File: src/rtl/uart_pkg.sv
// Types and helpers shared by the UART receiver and transmitter.
package uart_pkg;

    typedef enum logic [2:0] {
        IDLE   = 3'd0,
        START  = 3'd1,
        DATA   = 3'd2,
        PARITY = 3'd3,
        STOP   = 3'd4
    } rx_state_t;

    localparam int MAX_DATA_BITS = 9;

    // Clocks per oversample tick; zero means the clock is too slow for the line rate.
    function automatic int calc_div(input int clk_frq, input int baud, input int os);
        return clk_frq / (baud * os);
    endfunction

    // Expected parity bit for a data word (zero-extended to MAX_DATA_BITS).
    function automatic logic parity(input logic [MAX_DATA_BITS-1:0] data, input logic odd);
        return (^data) ^ odd;
    endfunction

endpackage

File: src/rtl/uart_baud_tick.sv
// Free-running oversample tick: one-clk pulse every CLK_FRQ/(BAUD_RATE*OVERSAMPLE) clocks.
module uart_baud_tick
    import uart_pkg::*;
#(
    parameter int CLK_FRQ    = 1000000,
    parameter int BAUD_RATE  = 9600,
    parameter int OVERSAMPLE = 16
) (
    input  logic clk,
    input  logic rst,
    output logic tick
);

    localparam int DIV = calc_div(CLK_FRQ, BAUD_RATE, OVERSAMPLE);
    localparam int CW  = (DIV > 1) ? $clog2(DIV) : 1;

    generate
        if (DIV < 1) begin : g_div_chk
            $error("uart_baud_tick: CLK_FRQ too low for BAUD_RATE*OVERSAMPLE");
        end
    endgenerate

    logic [CW-1:0] cnt_reg;
    logic          last;

    assign last = (cnt_reg == CW'(DIV - 1));
    assign tick = last;

    always_ff @(posedge clk or posedge rst) begin
        if (rst) begin
            cnt_reg <= '0;
        end else if (last) begin
            cnt_reg <= '0;
        end else begin
            cnt_reg <= cnt_reg + CW'(1);
        end
    end

endmodule

File: src/rtl/uart_rx_os.sv
// Oversampling UART receiver with 3-sample majority vote and a valid/ready output.
module uart_rx_os
    import uart_pkg::*;
#(
    parameter int CLK_FRQ    = 1000000,
    parameter int BAUD_RATE  = 9600,
    parameter int OVERSAMPLE = 16,
    parameter int DATA_BITS  = 8,
    parameter int PARITY_EN  = 0,
    parameter int PARITY_ODD = 0,
    parameter int STOP_BITS  = 1
) (
    input  logic                 clk,
    input  logic                 rst,
    input  logic                 rx,
    output logic [DATA_BITS-1:0] rx_data,
    output logic                 rx_valid,
    input  logic                 rx_ready,
    output logic                 parity_err,
    output logic                 frame_err,
    output logic                 overrun_err
);

    localparam int M   = OVERSAMPLE / 2;
    localparam int OSW = $clog2(OVERSAMPLE);

    generate
        if (DATA_BITS < 5 || DATA_BITS > MAX_DATA_BITS) begin : g_bits_chk
            $error("uart_rx_os: DATA_BITS must be 5..9");
        end
        if (STOP_BITS < 1 || STOP_BITS > 2) begin : g_stop_chk
            $error("uart_rx_os: STOP_BITS must be 1 or 2");
        end
        if (OVERSAMPLE < 8 || (OVERSAMPLE % 2) != 0) begin : g_os_chk
            $error("uart_rx_os: OVERSAMPLE must be even and >= 8");
        end
    endgenerate

    logic [1:0]           sync_reg;
    logic                 rx_s;
    logic                 tick;
    rx_state_t            state_reg;
    logic [OSW-1:0]       os_cnt_reg;
    logic [3:0]           bit_cnt_reg;
    logic                 stop_cnt_reg;
    logic [1:0]           samp_reg;
    logic [DATA_BITS-1:0] shift_reg;
    logic                 perr_reg;
    logic                 ferr_reg;

    logic os_wrap, samp_a, samp_b, decide, maj, last_stop, commit, ferr_final;

    always_ff @(posedge clk or posedge rst) begin
        if (rst) begin
            sync_reg <= 2'b11;
        end else begin
            sync_reg <= {sync_reg[0], rx};
        end
    end
    assign rx_s = sync_reg[1];

    uart_baud_tick #(
        .CLK_FRQ    (CLK_FRQ),
        .BAUD_RATE  (BAUD_RATE),
        .OVERSAMPLE (OVERSAMPLE)
    ) u_tick (
        .clk  (clk),
        .rst  (rst),
        .tick (tick)
    );

    assign os_wrap    = (os_cnt_reg == OSW'(OVERSAMPLE - 1));
    assign samp_a     = (os_cnt_reg == OSW'(M - 1));
    assign samp_b     = (os_cnt_reg == OSW'(M));
    assign decide     = (os_cnt_reg == OSW'(M + 1));
    // Third sample is the live rx_s on the decision tick.
    assign maj        = (samp_reg[0] & samp_reg[1]) | (rx_s & (samp_reg[0] | samp_reg[1]));
    assign last_stop  = (stop_cnt_reg == 1'(STOP_BITS - 1));
    assign commit     = tick && (state_reg == STOP) && decide && last_stop;
    assign ferr_final = ferr_reg | ~maj;

    always_ff @(posedge clk or posedge rst) begin
        if (rst) begin
            state_reg    <= IDLE;
            os_cnt_reg   <= '0;
            bit_cnt_reg  <= '0;
            stop_cnt_reg <= 1'b0;
            samp_reg     <= 2'b00;
            shift_reg    <= '0;
            perr_reg     <= 1'b0;
            ferr_reg     <= 1'b0;
        end else if (tick) begin
            if (state_reg != IDLE) begin
                os_cnt_reg <= os_wrap ? '0 : os_cnt_reg + OSW'(1);
                if (samp_a) samp_reg[0] <= rx_s;
                if (samp_b) samp_reg[1] <= rx_s;
            end
            case (state_reg)
                IDLE: begin
                    if (!rx_s) begin
                        state_reg  <= START;
                        os_cnt_reg <= '0;
                        perr_reg   <= 1'b0;
                        ferr_reg   <= 1'b0;
                    end
                end
                START: begin
                    if (decide && maj) begin
                        state_reg <= IDLE;
                    end else if (os_wrap) begin
                        state_reg   <= DATA;
                        bit_cnt_reg <= '0;
                    end
                end
                DATA: begin
                    if (decide) shift_reg <= {maj, shift_reg[DATA_BITS-1:1]};
                    if (os_wrap) begin
                        if (bit_cnt_reg == 4'(DATA_BITS - 1)) begin
                            bit_cnt_reg  <= '0;
                            stop_cnt_reg <= 1'b0;
                            state_reg    <= (PARITY_EN != 0) ? PARITY : STOP;
                        end else begin
                            bit_cnt_reg <= bit_cnt_reg + 4'd1;
                        end
                    end
                end
                PARITY: begin
                    if (decide) begin
                        perr_reg <= maj != parity(MAX_DATA_BITS'(shift_reg), PARITY_ODD != 0);
                    end
                    if (os_wrap) begin
                        state_reg    <= STOP;
                        stop_cnt_reg <= 1'b0;
                    end
                end
                STOP: begin
                    // Leave on the last decision tick so a back-to-back start edge is not missed.
                    if (decide) begin
                        if (!maj) ferr_reg <= 1'b1;
                        if (last_stop) state_reg <= IDLE;
                    end else if (os_wrap) begin
                        stop_cnt_reg <= 1'b1;
                    end
                end
                default: state_reg <= IDLE;
            endcase
        end
    end

    always_ff @(posedge clk or posedge rst) begin
        if (rst) begin
            rx_data     <= '0;
            rx_valid    <= 1'b0;
            parity_err  <= 1'b0;
            frame_err   <= 1'b0;
            overrun_err <= 1'b0;
        end else begin
            overrun_err <= 1'b0;
            if (commit) begin
                if (!rx_valid || rx_ready) begin
                    rx_data    <= shift_reg;
                    parity_err <= perr_reg;
                    frame_err  <= ferr_final;
                    rx_valid   <= 1'b1;
                end else begin
                    overrun_err <= 1'b1;
                end
            end else if (rx_valid && rx_ready) begin
                rx_valid <= 1'b0;
            end
        end
    end

endmodule
File: config.mk
export PLATFORM = sky130hd
export DESIGN_NAME = uart_rx_os
export DESIGN_NICKNAME = d
export VERILOG_FILES = /design/src/rtl/uart_pkg.sv /design/src/rtl/uart_baud_tick.sv /design/src/rtl/uart_rx_os.sv
export SDC_FILE = /design/constraint.sdc
export NUM_CORES = 1
export LEC_CHECK = 0
export CORE_MARGIN = 2
export CORE_UTILIZATION = 35
export DETAILED_ROUTE_END_ITERATION = 7
export HOLD_SLACK_MARGIN = 0.06
export PLACE_DENSITY_LB_ADDON = 0.25
export SKIP_LAST_GASP = 1
export SYNTH_ARGS = -nofsm -noshare
export SYNTH_HDL_FRONTEND = slang
export SYNTH_SLANG_ARGS = --single-unit
export TNS_END_PERCENT = 30
File: constraint.sdc
create_clock -name clk -period 2.1 [get_ports clk]
set_clock_uncertainty 0.15 [all_clocks]
set_input_delay 0.315 -clock clk [delete_from_list [all_inputs] [get_ports clk]]
set_output_delay 0.315 -clock clk [all_outputs]
set_load 0.02 [all_outputs]
* Yosys cells after proc, flatten, opt, wreduce, memory -nomap -nowiden
Index checks and enable logic that the tools add are counted.
** Cells by class
- Bitwise gates (word level) :: 7
- Mux-type cells :: 36
- Add/subtract/negate cells :: 3
- Reduce and logical (&&, ||, !) cells :: 25
- Eq/ne operators :: 25
** Operator list (count)
- two-way mux 4 bit :: 8
- two-way mux 3 bit :: 9
- != test 2 bit, second input constant :: 12
- one-hot mux 3 bit (5 select lines) :: 1
- two-way mux 1 bit :: 14
- == test 4 bit, second input constant :: 3
- AND reduction 5 bit :: 2
- AND reduction 3 bit :: 3
- XOR reduction 9 bit :: 1
- adder 4 x 1 -> 4 bit, second input constant :: 2
- == test 4 x 3 -> 1 bit, second input constant :: 2
- one-hot mux 4 bit (2 select lines) :: 1
- AND reduction 8 bit :: 1
- nonzero test 2 bit :: 4
- AND reduction 7 bit :: 1
- == test 3 x 2 -> 1 bit, second input constant :: 2
- == test 3 bit, second input constant :: 2
- nonzero test 3 bit :: 2
- logical AND 1 bit :: 5
- one-hot mux 1 bit (2 select lines) :: 2
- AND reduction 2 bit :: 2
- AND reduction 4 bit :: 1
- adder 3 x 1 -> 3 bit, second input constant :: 1
- == test 3 x 1 -> 1 bit, second input constant :: 1
- other kinds (10) :: 14
** Word-level totals
- Bits in registers :: 41
- Logic and storage cells :: 112
- Output and inout port bits :: 12
- Input bits :: 4

* Depth between registers and ports, before layout
Gate-level depths: netlist of run 1.
- Depth in word-level cells :: 6
- Depth in mapped cells :: 8

* Hierarchy
From an unflattened synthesis of run 1, not the netlist that was laid out.
** Unflattened totals
- Cells, all modules :: 165
- Area, all modules :: 1963.1 um2
** Modules (own cells, without submodules)
- uart_rx_os :: area each 1838.0 um2, instances 1, cells an instance 153
- uart_baud_tick :: area each 125.1 um2, instances 1, cells an instance 12

* Worst setup path after synthesis of run 1
OpenSTA, ideal clock, no wires.
- Path kind :: register -> register
- Start :: register os_cnt_reg[0]
- End :: register parity_err
- Arrival time :: 1467 ps
- Slack :: 358 ps
- Period minus slack after synthesis :: 1742 ps
- Stages on the path, launching flop included :: 7
- Buffers on the path :: 2
- Required time :: 1825 ps
- Cells stage by stage :: dfrtp_1 > ha_1 > and3b_1 > buf_4 > nand4b_2 > buf_6 > mux2_4
** Between the ends
- Longest elaborated chain between the ends :: 4
** Ends and longest elaborated chain
- start, declared :: line uart_rx_os.sv:43 : logic [OSW-1:0] os_cnt_reg;
- start signal, assigned :: line uart_rx_os.sv:94 : os_cnt_reg <= os_wrap ? '0 : os_cnt_reg + OSW'(1);
- == test 4 bit :: line uart_rx_os.sv:75 : assign decide = (os_cnt_reg == OSW'(M + 1));
- logical AND 1 bit (2 in series) :: line uart_rx_os.sv:79 : assign commit = tick && (state_reg == STOP) && decide && last_stop;
- AND reduction 2 bit (no line)
- end signal, assigned :: line uart_rx_os.sv:162 : parity_err <= perr_reg;
- end, declared :: line uart_rx_os.sv:19 : output logic parity_err,
Every way passes these cells.
A chain may end at the register's enable or synchronous reset.

* Worst setup path after layout of run 1
- Start :: register os_cnt_reg[0]
- End :: register rx_data[6]
** Between the ends
- Longest elaborated chain between the ends :: 4
** Ends and longest elaborated chain
- == test 4 bit :: line uart_rx_os.sv:75
- logical AND 1 bit (2 in series) :: line uart_rx_os.sv:79
- AND reduction 2 bit (no line)
- end signal, assigned :: line uart_rx_os.sv:161 : rx_data <= shift_reg;
- end, declared :: line uart_rx_os.sv:16 : output logic [DATA_BITS-1:0] rx_data,
Every way passes these cells.

==> results of run 1 <==
cells in the final DEF (no fill, tap or decap), types with 2 or more instances in the layout:
cell type                         count
sky130_fd_sc_hd__dfrtp_1             39
sky130_fd_sc_hd__clkdlybuf4s50_1     15
sky130_fd_sc_hd__nand2_1             12
sky130_fd_sc_hd__mux2_2              11
sky130_fd_sc_hd__nor2_1               8
sky130_fd_sc_hd__mux2_4               8
sky130_fd_sc_hd__o21ai_0              8
sky130_fd_sc_hd__inv_1                8
sky130_fd_sc_hd__xnor2_1              6
sky130_fd_sc_hd__clkbuf_8             6
sky130_fd_sc_hd__buf_4                6
sky130_fd_sc_hd__nand2b_1             4
sky130_fd_sc_hd__nor3_1               4
sky130_fd_sc_hd__a31oi_1              4
sky130_fd_sc_hd__nand3_1              4
sky130_fd_sc_hd__ha_1                 4
sky130_fd_sc_hd__nand3b_1             3
sky130_fd_sc_hd__nor2b_1              3
sky130_fd_sc_hd__mux2i_1              3
sky130_fd_sc_hd__and3_1               3
sky130_fd_sc_hd__nor4_1               2
sky130_fd_sc_hd__o32a_1               2
sky130_fd_sc_hd__nand4b_1             2
sky130_fd_sc_hd__a21o_1               2
sky130_fd_sc_hd__a21oi_1              2
sky130_fd_sc_hd__o21ai_1              2
sky130_fd_sc_hd__a22o_1               2
sky130_fd_sc_hd__dfstp_2              2
kinds of logic (layout without fill, tap and decap cells):
kind of cell	count (synthesis)	after routing	share of synthesized area [%]
buffers and inverters	16	38	4.32
AOI/OAI and AO/OA	31	31	10.4
muxes	22	22	13.3
adders and majority gates	5	5	2.98
xor gates and xnor gates	7	7	3.65
DFF	41	41	50.1
and+or+nand+nor	51	51	15.3
power groups by stage:
stage | clock (mW) | sequential [mW] | combinational (mW)
global placement | 0 | 0.810 | 0.0263
global route | 0.707 | 0.795 | 0.0300
CTS | 0.661 | 0.794 | 0.0268
floorplan | 0 | 0.809 | 0.0124
finish | 0.644 | 0.794 | 0.0253
detailed placement | 0 | 0.810 | 0.0273
worst max-delay path, cell delays in order, from the launching register on:
cell and delay [ps]:
sky130_fd_sc_hd__dfrtp_1 450, sky130_fd_sc_hd__ha_1 240, sky130_fd_sc_hd__and3b_1 250, sky130_fd_sc_hd__nand4b_2 100, sky130_fd_sc_hd__buf_4 230, sky130_fd_sc_hd__mux2_2 350
Yosys cell counts (2+ instances only):
cell type / number
sky130_fd_sc_hd__a21o_1: 2
sky130_fd_sc_hd__a21oi_1: 2
sky130_fd_sc_hd__a22o_1: 2
sky130_fd_sc_hd__a31oi_1: 4
sky130_fd_sc_hd__and3_1: 3
sky130_fd_sc_hd__buf_2: 2
sky130_fd_sc_hd__buf_4: 3
sky130_fd_sc_hd__buf_6: 2
sky130_fd_sc_hd__dfrtp_1: 39
sky130_fd_sc_hd__dfstp_2: 2
sky130_fd_sc_hd__ha_1: 4
sky130_fd_sc_hd__inv_1: 8
sky130_fd_sc_hd__mux2_2: 11
sky130_fd_sc_hd__mux2_4: 8
sky130_fd_sc_hd__mux2i_1: 3
sky130_fd_sc_hd__nand2_1: 12
sky130_fd_sc_hd__nand2b_1: 4
sky130_fd_sc_hd__nand3_1: 4
sky130_fd_sc_hd__nand3b_1: 3
sky130_fd_sc_hd__nand4b_1: 2
sky130_fd_sc_hd__nor2_1: 8
sky130_fd_sc_hd__nor2b_1: 3
sky130_fd_sc_hd__nor3_1: 4
sky130_fd_sc_hd__nor4_1: 2
sky130_fd_sc_hd__o21ai_0: 8
sky130_fd_sc_hd__o21ai_1: 2
sky130_fd_sc_hd__o32a_1: 2
sky130_fd_sc_hd__xnor2_1: 6
final cells by class:
type	instances	area, um^2
Timing Repair Buffer	22	215
Inverter	8	30.0
Tap cell	72	90.1
Sequential cell	41	1030
Clock buffer	7	86.3
Clock inverter	1	30.0
Fill cell	527	3160
Multi-Input combinational cell	116	937
metrics by stage:
step / setup WS [ps] / hold WS (ps) / cell area, um^2 / util (%)
global route: 95.9 / 214 / 2420 / 43.4
detailed placement: 240 / 200 / 2300 / 41.3
finish: 230 / 187 / 2420 / 43.4
floorplan: 358 / 169 / 2050 / -
CTS: 233 / 200 / 2420 / 43.4
global placement: 269 / 196 / 2300 / 41.3
routing by layer:
layer  global-route usage (%)  up-vias  wire (um)
li1                         -      659          -
met1                     16.4      668       1730
met2                     20.6       30       1790
met3                     3.82        5        156
met4                     4.58        0         30
met5                        0        -          0
how the worst max path moves through the flow:
stage                              end  slack, ps  depth (start not counted)
final                       rx_data[6]        230                          5
after global routing      state_reg[1]        100                          4
after floorplan             parity_err        360                          6
after detailed placement    rx_data[6]        240                          5
after global placement      rx_data[6]        270                          5
after CTS                   rx_data[6]        230                          5
==> flow_metrics.tcl, run 1 <==
set metrics [dict create \
    die-width_um 80.6 \
    rsz0062_at_grt "false" \
    antenna_cells_inserted 0 \
    area.growth.synth_to_final_pct 17.7 \
    cts_inserted_buffers 5 \
    timing.reg2reg.setup_slack_ps 230 \
    pwr-share-comb_pct 1.7 \
    net_switching_power_mw 0.275 \
    post_layout_nonfiller_instances 267 \
    syn_inst 173 \
    synthTopCellsByArea "sky130_fd_sc_hd__dfrtp_1, sky130_fd_sc_hd__mux2_2, sky130_fd_sc_hd__mux2_4, sky130_fd_sc_hd__dfstp_2, sky130_fd_sc_hd__xnor2_1" \
    synth_top_flop_cell "sky130_fd_sc_hd__dfrtp_1" \
    min-delay-path-class "input pin to async pin" \
    fp.dieH_um 80.6 \
    rows 27 \
    grt-ovfl-total 0 \
    pwr_density_cell_mw_per_mm2 605 \
    worst_r2r_endpoint "rx_data[6]" \
    leakage_nw 1.19 \
    register_area_share_after_synthesis_pct 50.1 \
    cp-start-kind "flop" \
    detailroute.via_count 1362 \
    timing_worst_setup_path_type "flop to flop" \
    hpwl_um 2760 \
    core_area_mm2 0.00557 \
    share_clk_of_total_power_pct 44.0 \
    clkTransAtPathRegs_ps 80 \
    critical_path_start "os_cnt_reg[0]" \
    drc 0 \
    synth.net_count 181 \
    fmax_mhz 535 \
    grt_first_pass_wirelength_um 6470 \
    cell_internal_pwr_mw 1.19 \
    status "finished clean" \
    setup_viol_count_final 0 \
    num_io_pins 16 \
    cts_tree "yes" \
    clk_path_buf_depth 2 \
    global_route.usage.total_pct 12.8 \
    syn-cell-area_mm2 0.00205 \
    yosys_register_bits 41 \
    cap_viol_max_count 0 \
    cts_hold_repair.buffers 0 \
    place_congestion 0.889 \
    clk_latency_ps 280 \
    root_buffer_master "sky130_fd_sc_hd__clkbuf_8" \
    netlist.area_leader.share_pct 47.5 \
    detail_route.iter0.violations 61 \
    fin_setup_tns_ps 0 \
    ctsHtreeMaxLevel 2 \
    fin_crit_share_pct 89.1 \
    arrival_time_of_the_worst_setup_path_ps 1900 \
    timing.final.hold_violations 0 \
    grt_antenna_before_repair 0 \
    clock_sinks 41 \
    netSwitchingFraction_pct 18.8 \
    reg2regPathDepth 5 \
    antenna_violating_nets_post_route 0 \
    endpoint_kind "flop" \
    finish.net_count 202 \
    post_route_cells_drive_above_1_share_pct 22.1 \
    critical_path.reg2reg.startpoint "os_cnt_reg[0]" \
    yosysUniqueCellTypes 46 \
    finalWirelength_um 3710 \
    cts.repair.resized 0 \
    slew_at_the_pin_closest_to_its_max_slew_limit_ps 465 \
    worst_slew_margin_rel_pct 69.0 \
    portBuffers 15 \
    worstPathMaxFanout 11 \
    max_slew_violations 0 \
    seq_power_share_pct 54.3 \
    required_ps 2130 \
    post-route-min-period_ps 1870 \
    placed_cells 259 \
    detail_route.wl_per_cell_um 13.9 \
    vias_in_the_first_global_route 1424 \
    ir_drop_uv 379 \
    grt_start_max_net_pins 32 \
    dieArea_mm2 0.00650 \
    final_total_power_mw 1.46 \
    async_reset_ff_share_pct 100 \
    per_cell_via_count_in_the_routed_design 5.10 \
    number_of_flops_mapped_to_enable_cells_by_yosys 0 \
    synth.avg_cell_area_um2 11.9 \
    initial_core_util_pct 36.9 \
    drtPass1Iterations 5 \
    post_cts.repair.setup_buffers 0 \
    synth.largest_area_cell "sky130_fd_sc_hd__dfrtp_1" \
    number_of_warnings_printed_during_yosys_synthesis 0 \
]
No activity file was read; power rests on OpenSTA's default activity.
==> run 2: changes to the inputs <==
--- a/config.mk
+++ b/config.mk
@@ -5,6 +5,7 @@
 export SDC_FILE = /design/constraint.sdc
 export NUM_CORES = 1
 export LEC_CHECK = 0
+export CAP_MARGIN = 20
 export CORE_MARGIN = 2
 export CORE_UTILIZATION = 35
 export DETAILED_ROUTE_END_ITERATION = 7
==> results of run 2 <==
Same layout as run 1: the final DEF is identical, and so are final timing and power.
